### src/rtl/iir_pkg.sv
// Shared sizing and saturation helpers for the IIR output decimator.
// Width functions take the instance parameters; defaults mirror the filter build.
package iir_pkg;

  localparam int DEFAULT_FIFO_DEPTH = 4;
  localparam int FIFO_LEVEL_W       = $clog2(DEFAULT_FIFO_DEPTH) + 1;

  function automatic int nb_acc(input int nb_data_in, input int decim_factor);
    return nb_data_in + $clog2(decim_factor);
  endfunction

  function automatic int fifo_level_w(input int depth);
    return $clog2(depth) + 1;
  endfunction

  function automatic int sat_max(input int nb_out);
    return (1 <<< (nb_out - 1)) - 1;
  endfunction

  function automatic int sat_min(input int nb_out);
    return -(1 <<< (nb_out - 1));
  endfunction

  // Clamp to the nb_out-bit signed range; the caller keeps the low nb_out bits.
  function automatic logic signed [31:0] saturate(input  logic signed [31:0] val,
                                                  input  int                 nb_out,
                                                  output logic               sat);
    logic signed [31:0] hi;
    logic signed [31:0] lo;
    hi  = sat_max(nb_out);
    lo  = sat_min(nb_out);
    sat = 1'b0;
    if (val > hi) begin
      sat = 1'b1;
      return hi;
    end
    if (val < lo) begin
      sat = 1'b1;
      return lo;
    end
    return val;
  endfunction

endpackage

### src/rtl/iir_sample_fifo.sv
// Synchronous sample FIFO with wrap pointers and occupancy count.
// A push into a full FIFO is accepted only when a pop happens in the same cycle.
module iir_sample_fifo #(
  parameter int WIDTH = 8,
  parameter int DEPTH = 4
) (
  input  logic                     clk,
  input  logic                     rst_n,
  input  logic                     clear,
  input  logic                     push,
  input  logic                     pop,
  input  logic [WIDTH-1:0]         wdata,
  output logic [WIDTH-1:0]         rdata,
  output logic [$clog2(DEPTH):0]   level,
  output logic                     full,
  output logic                     empty
);

  localparam int AW = $clog2(DEPTH);

  logic [WIDTH-1:0] mem [DEPTH];
  logic [AW-1:0]    wr_ptr;
  logic [AW-1:0]    rd_ptr;
  logic             wr_en;
  logic             rd_en;

  assign full  = (level == (AW + 1)'(DEPTH));
  assign empty = (level == '0);
  assign wr_en = push && (!full || pop);
  assign rd_en = pop && !empty;
  assign rdata = empty ? '0 : mem[rd_ptr];

  always_ff @(posedge clk or negedge rst_n) begin
    if (!rst_n) begin
      wr_ptr <= '0;
      rd_ptr <= '0;
      level  <= '0;
    end else if (clear) begin
      wr_ptr <= '0;
      rd_ptr <= '0;
      level  <= '0;
    end else begin
      if (wr_en) wr_ptr <= wr_ptr + 1'b1;
      if (rd_en) rd_ptr <= rd_ptr + 1'b1;
      case ({wr_en, rd_en})
        2'b10:   level <= level + 1'b1;
        2'b01:   level <= level - 1'b1;
        default: level <= level;
      endcase
    end
  end

  always_ff @(posedge clk) begin
    if (wr_en && !clear) mem[wr_ptr] <= wdata;
  end

endmodule

### src/rtl/iir_output_decimator.sv
// Boxcar accumulate-and-dump decimator with saturation, output FIFO and sticky flags.
// The dump sum is formed combinationally so the result lands in the FIFO on the same edge.
module iir_output_decimator
  import iir_pkg::*;
#(
  parameter int NB_DATA_IN   = 11,
  parameter int NB_DATA_OUT  = 8,
  parameter int DECIM_FACTOR = 4,
  parameter int FIFO_DEPTH   = 4
) (
  input  logic                                  i_clock,
  input  logic                                  i_reset_n,
  input  logic signed [NB_DATA_IN-1:0]          i_data,
  input  logic                                  i_valid,
  input  logic                                  i_clear,
  input  logic                                  i_ready,
  output logic signed [NB_DATA_OUT-1:0]         o_data,
  output logic                                  o_valid,
  output logic [fifo_level_w(FIFO_DEPTH)-1:0]   o_level,
  output logic                                  o_sat,
  output logic                                  o_overflow
);

  localparam int NB_ACC = nb_acc(NB_DATA_IN, DECIM_FACTOR);
  localparam int SHIFT  = $clog2(DECIM_FACTOR);

  logic signed [NB_ACC-1:0]      acc;
  logic signed [NB_ACC-1:0]      sum;
  logic signed [NB_ACC-1:0]      avg;
  logic signed [31:0]            sat_wide;
  logic signed [NB_DATA_OUT-1:0] result;
  logic                          sat_hit;
  logic [SHIFT-1:0]              phase;
  logic                          dump;
  logic                          pop;
  logic                          fifo_full;
  logic                          fifo_empty;
  logic                          overflow_evt;
  logic [NB_DATA_OUT-1:0]        fifo_rdata;

  assign dump         = i_valid && (phase == SHIFT'(DECIM_FACTOR - 1));
  assign pop          = o_valid && i_ready;
  assign overflow_evt = dump && fifo_full && !pop;

  always_comb begin
    sum      = acc + NB_ACC'(i_data);
    avg      = sum >>> SHIFT;
    sat_hit  = 1'b0;
    sat_wide = saturate(32'(avg), NB_DATA_OUT, sat_hit);
    result   = sat_wide[NB_DATA_OUT-1:0];
  end

  always_ff @(posedge i_clock or negedge i_reset_n) begin
    if (!i_reset_n) begin
      acc        <= '0;
      phase      <= '0;
      o_sat      <= 1'b0;
      o_overflow <= 1'b0;
    end else if (i_clear) begin
      acc        <= '0;
      phase      <= '0;
      o_sat      <= 1'b0;
      o_overflow <= 1'b0;
    end else begin
      if (dump) begin
        acc   <= '0;
        phase <= '0;
      end else if (i_valid) begin
        acc   <= sum;
        phase <= phase + 1'b1;
      end
      if (dump && sat_hit) o_sat <= 1'b1;
      if (overflow_evt)    o_overflow <= 1'b1;
    end
  end

  iir_sample_fifo #(
    .WIDTH (NB_DATA_OUT),
    .DEPTH (FIFO_DEPTH)
  ) u_fifo (
    .clk   (i_clock),
    .rst_n (i_reset_n),
    .clear (i_clear),
    .push  (dump),
    .pop   (pop),
    .wdata (result),
    .rdata (fifo_rdata),
    .level (o_level),
    .full  (fifo_full),
    .empty (fifo_empty)
  );

  assign o_valid = !fifo_empty;
  assign o_data  = fifo_rdata;

endmodule

### config.mk
export PLATFORM = sky130hd
export DESIGN_NAME = iir_output_decimator
export DESIGN_NICKNAME = d
export VERILOG_FILES = /design/src/rtl/iir_pkg.sv /design/src/rtl/iir_sample_fifo.sv /design/src/rtl/iir_output_decimator.sv
export SDC_FILE = /design/constraint.sdc
export NUM_CORES = 1
export LEC_CHECK = 0
export CORE_MARGIN = 2
export CORE_UTILIZATION = 45
export CTS_BUF_LIST = sky130_fd_sc_hd__clkbuf_4 sky130_fd_sc_hd__clkbuf_8
export DETAILED_ROUTE_END_ITERATION = 6
export PLACE_DENSITY = 0.64
export SYNTH_ARGS = -nofsm -noshare
export SYNTH_HDL_FRONTEND = slang
export SYNTH_SLANG_ARGS = --single-unit
### constraint.sdc
create_clock -name i_clock -period 3.5 [get_ports i_clock]
set_input_delay 0.7 -clock i_clock [delete_from_list [all_inputs] [get_ports i_clock]]
set_output_delay 0.7 -clock i_clock [all_outputs]
set_load 0.02 [all_outputs]
# After elaboration in Yosys (flattened, before gate mapping)
# Memory sizes are Yosys's and may differ from the RTL's.
# Index checks and enable logic that the tools add are counted.
# word_totals
ff_bits,24
latchBits,0
ramBits,32
rom_bits,0
wordCells,67
mem_count,1
# memory_table
memory,words,width,read_ports,rd_ports_with_merged_regs,write_ports,line_no,source
u_fifo.mem,4,8,1,0,1,iir_sample_fifo.sv:21,logic [WIDTH-1:0] mem [DEPTH];
# op_classes
n_addsub,6
mul,0
div_mod_pow,0
order_cmp,2
n_eq_ne,4
shift,0
n_mux,27
n_bitwise,0
n_reduce_logical,20
# op_table
cell,n
8-bit two-way mux,5
13-bit two-way mux,3
2-bit two-way mux,7
13-bit by 11-bit adder with 13-bit output,1
11-bit by 8-bit greater-than comparator with 1-bit output (second input constant),1
11-bit by 8-bit less-than comparator with 1-bit output (second input constant),1
1-bit two-way mux,10
1-bit logical AND,8
2-bit nonzero test,4
2-bit by 1-bit adder with 2-bit output (second input constant),3
3-bit one-hot mux with 2 select lines,1
3-bit nonzero test,2
2-bit equality test (second input constant),2
1-bit logical NOT,4
3-bit by 1-bit adder with 3-bit output (second input constant),1
3-bit equality test (second input constant),1
3-bit logical NOT,1
3-bit two-way mux,1
3-bit by 1-bit subtractor with 3-bit output (second input constant),1
2-bit by 1-bit equality test with 1-bit output (second input constant),1
1-bit logical OR,1

# Logic depth before layout (Yosys ltp)
# logic_depth
depth_word,8
mapped_depth,12

# Cells and area by module
# Synthesis repeated with hierarchy kept, for this count alone.
# unflattened
hier_cells,294
area_unflattened_um2,3400.8
# by_module_without_submodules
mod,instances,cells_each,area_each_um2
iir_sample_fifo,1,112,1776.7
iir_output_decimator,1,182,1624.1

# Least setup slack after synthesis
# No wires, ideal clock.
# synth_timing
kind,input port to flip-flop
start,input port i_data[0]
end,"memory u_fifo.mem[0][0], data pin"
arrival_ps,2656
path_slack_ps,617
path_stages,10
path_buffers,0
cell_sequence,ha_1 -> inv_1 -> fa_1 -> nor2b_4 -> o31a_4 -> o211ai_2 -> nor3b_2 -> o31ai_4 -> a21oi_1 -> o32ai_1
# synth_between
elab_chain_cells,6
word_cells_on_any_way,9
# synth_rtl
element,line_no,source
from (decl),iir_output_decimator.sv:13,"input logic signed [NB_DATA_IN-1:0] i_data,"
13-bit by 11-bit adder with 13-bit output (*),iir_output_decimator.sv:46,sum = acc + NB_ACC'(i_data);
11-bit by 8-bit less-than comparator with 1-bit output,iir_pkg.sv:37,if (val < lo) begin
1-bit two-way mux,n/a,
1-bit two-way mux,iir_pkg.sv:37,
8-bit two-way mux,iir_pkg.sv:41,return val;
8-bit two-way mux (*),iir_pkg.sv:37,
named net sat_wide[0],iir_output_decimator.sv:30,logic signed [31:0] sat_wide;
to (decl),iir_sample_fifo.sv:21,
# Mark *: on every way through the listed nets, which the timed path passes. The rest lies on a longest branch. The select of a mux whose other input is x is not followed.

# Worst setup path after layout
# layout_timing
start,input port i_data[0]
end,"memory u_fifo.mem[2][2], data pin"
# The elaborated chain is that of the path after synthesis.

==> summary.md <==
| Metric | Value |
|---|---|
| Outcome | `completed` |
| First-pass GRT wire length | `10700 µm` |
| Req. time, crit path | `between 3000 and 4000 ps` |
| Max VDD drop | `around 0.00022 V` |
| Slowest CP cell | `o32ai_1` |
| Layout cells sized above 1 | `0.146` |
| MaxCap Viol Count | `0` |
| Initial antenna violation count | `0` |
| Die area | `just under 0.008 mm²` |
| Adder-cell share of the synthesized area | `0.0789` |
| Layout area overhead | `18.1%` |
| Vert. Die Dim | `between 80 and 90 µm` |
| Fin nets | `348` |
| Placed insts | `between 400 and 500` |
| FMAX | `approximately 300 MHz` |
| Syn_nets | `about 300` |
| RePlAce Congestion | `about 0.83` |
| Setup-failing EPs final | `0` |
| Final Instance Count excl. Fillers | `a little over 400` |
| Worst-path clk slew | `about 100 ps` |
| Most frequent cells in the layout | `edfxtp_1 (32), clkdlybuf4s50_1 (29), nor2_1 (26), a21oi_1 (24), dfrtp_1 (24)` |
| Largest net degree at the start of global routing | `25` |
| H-tree lvl count | `2` |
| Antenna diodes | `0` |
| Maximum fanout along the worst path | `7` |
| Num CTS Buffers | `5` |
| Worst Setup Path Type | `input pin to register` |
| CTS Buffer Depth | `2` |
| Worst-margin pin slew | `606 ps` |
| RSZ-0062 raised after global routing | `no` |
| Dominant delay contributor by cell family on the critical path | `compound AO/OA/AOI/OAI gates` |
| Num ports | `30` |
| Vias in the first global route | `2098` |
| Number of synthesis warnings | `0` |
| Top FF cell, synth | `edfxtp_1` |
| Cell Pwr Density | `approximately 570 mW/mm²` |
| Core footprint | `around 0.007 mm²` |
| Post-synth EDFFs | `32` |
| Post-layout min period | `between 3000 and 4000 ps` |
| Antenna Nets Post-Route | `0` |
| Placement Rows | `30` |
| Total wire length | `about 6500 µm` |
| Dominant combinational cell family by area after synthesis | `compound AO/OA/AOI/OAI gates` |
| PortBufs | `29` |
| Final Hold Slack | `between 400 and 500 ps` |
| Final cell utilization of the core | `0.554` |
| Max-slew violation count | `0` |
| Synth Area per Inst | `between 10 and 15 µm²` |
| Post-Synth Simple-Gate Area | `0.133` |
| Rel. slew slack | `0.593` |
| Endpoints failing hold | `0` |
| Initial core utilization | `0.469` |
| Crit path buffers/inverters | `2` |
| Final Skew | `7.31 ps` |
| Setup TNS | `0 ps` |
| Post-CTS Hold Buffers | `0` |
| Register area share after synthesis | `0.487` |
| Clock latency on the worst-skew pair | `around 320 ps` |
| Most common cell after layout, fill and taps aside | `edfxtp_1` |
| CP peak stage delay | `530 ps` |
| Type of origin of the critical path | `input pin` |
| Die Wd | `88.4 µm` |
| XOR/XNOR share of the synthesized area | `0.0383` |
| CP Cell Sequence | `clkdlybuf4s50_1 > ha_1 > inv_1 > fa_1 > nor2b_4 > o31a_4 > o211ai_2 > nor3b_2 > o31ai_4 > a21oi_1 > o32ai_1` |
| Compound-Gate Fraction of Synth Area | `0.168` |
| Arrival time worst endpoint | `approximately 3400 ps` |
| CP endpoint kind | `register` |
| Root buf cell | `clkbuf_8` |
| #FFs+latches synth | `56` |
| Detailed Route Iter0 Violations | `136` |
| Post-CTS Setup Inserts | `0` |
| Tcrit/Tclk final | `0.949` |
| Post-synth ARST share | `0.429` |
| Num Clock Sinks | `56` |
| Grt ovf | `0` |
| Drt pass-1 iters | `4` |
| Overall routing resource usage | `0.179` |
| CTS tree | `built` |
| Post-Syn Area | `around 0.0032 mm²` |
| Distinct cells, synth | `between 50 and 60` |
| Syn Inst Count | `274` |
| DR vias | `2220` |
| Leakage | `between 1.5 and 2 nW` |
| Post-DP HPWL | `approximately 4800 µm` |
| Post-synthesis mux area share | `0.0672` |
| Hold/Removal Path Class | `register to register` |
| Drc violations | `0` |
| Vias per inst | `~5.4` |
| WL per Instance | `15.9 µm` |
| # resized after CTS | `0` |
## worst reg2reg max path, stage by stage (launching register included)
cell and delay (ps):
dfrtp_1 400, ha_1 200, inv_1 70, fa_1 220, nor2b_4 60, o31a_4 290
o211ai_2 180, buf_4 140, a21boi_2 70, o31ai_4 360, a21oi_1 110, o32ai_1 530
## stage by stage
step	power, mW	cell area [µm²]	setup slack, ps
global route	2.28	3780	53.5
floorplan	1.43	3200	617
global placement	1.70	3670	-46.4
finish	2.15	3780	177
detailed placement	1.72	3670	-107
CTS	2.16	3780	215
## kinds of logic (layout without fill, tap and decap cells)
logic type,count (synthesis),count (layout)
XOR/XNOR,14,14
AO/OA/AOI/OAI,74,74
multiplexers,11,11
buffers and inverters,20,60
flip-flops,56,56
AND/OR/NAND/NOR,80,80
adder cells (fa/ha/maj),19,19
## report_power, final
part           switching, mW  leakage, nW  total, mW  internal [mW]
clock                  0.223       0.0592      0.448          0.225
combinational          0.446        0.841      0.846          0.400
sequential            0.0669        0.606      0.852          0.785
## final cells by class
class,instances,area [µm²]
clock buffers,6,76.3
clock inverters,2,38.8
fillers,623,3050
inverters,8,30.0
multi-input cells,198,1550
flip-flops and latches,56,1560
well taps,96,120
repair buffers,44,403
## flip-flops by register name, summed over array words and instances, names as in the netlist
register / flops
o_overflow: 1
u_fifo.rd_ptr: 2
u_fifo.level: 3
u_fifo.mem: 32
phase: 2
o_sat: 1
u_fifo.wr_ptr: 2
acc: 13
## metal layers
metal	global-route usage	share of wire
met2	0.295	0.49
met3	0.0373	0.033
met4	0.0344	0.0081
met5	0	0
met1	0.248	0.47
## synthesized netlist by cell type (all sizes together), types with 2 or more instances
library cell,instances,area share
xor2,5,0.014
a211oi,2,0.0063
xnor2,9,0.025
ha,17,0.066
clkbuf,6,0.0070
and3,2,0.0039
dfrtp,24,0.19
mux2i,2,0.0063
and2,12,0.023
inv,8,0.0094
o32ai,6,0.016
a21oi,25,0.040
a22oi,10,0.023
o21a,4,0.0094
o22ai,2,0.0039
nor3,7,0.013
o211a,2,0.0063
o21ai,9,0.014
nor2b,5,0.012
fa,2,0.013
nand2b,3,0.0059
mux4,8,0.056
nand2,14,0.019
or3,2,0.0039
nand3,3,0.0047
nor2,26,0.030
a21o,3,0.0074
o211ai,2,0.0063
edfxtp,32,0.30
buf,6,0.011
## final timing paths
kind,start,endpoint,slack [ps],depth (start not counted)
max,i_data[0],u_fifo.mem[2][2],180,11
min reg2reg,o_overflow,o_overflow,500,2
max in group asynchronous,i_reset_n,acc[12],2500,2
max reg2reg,acc[0],u_fifo.mem[2][2],610,11
min,o_overflow,o_overflow,500,2
min in group asynchronous,i_reset_n,u_fifo.rd_ptr[0],740,2
Power figures use the tool's default switching activity.
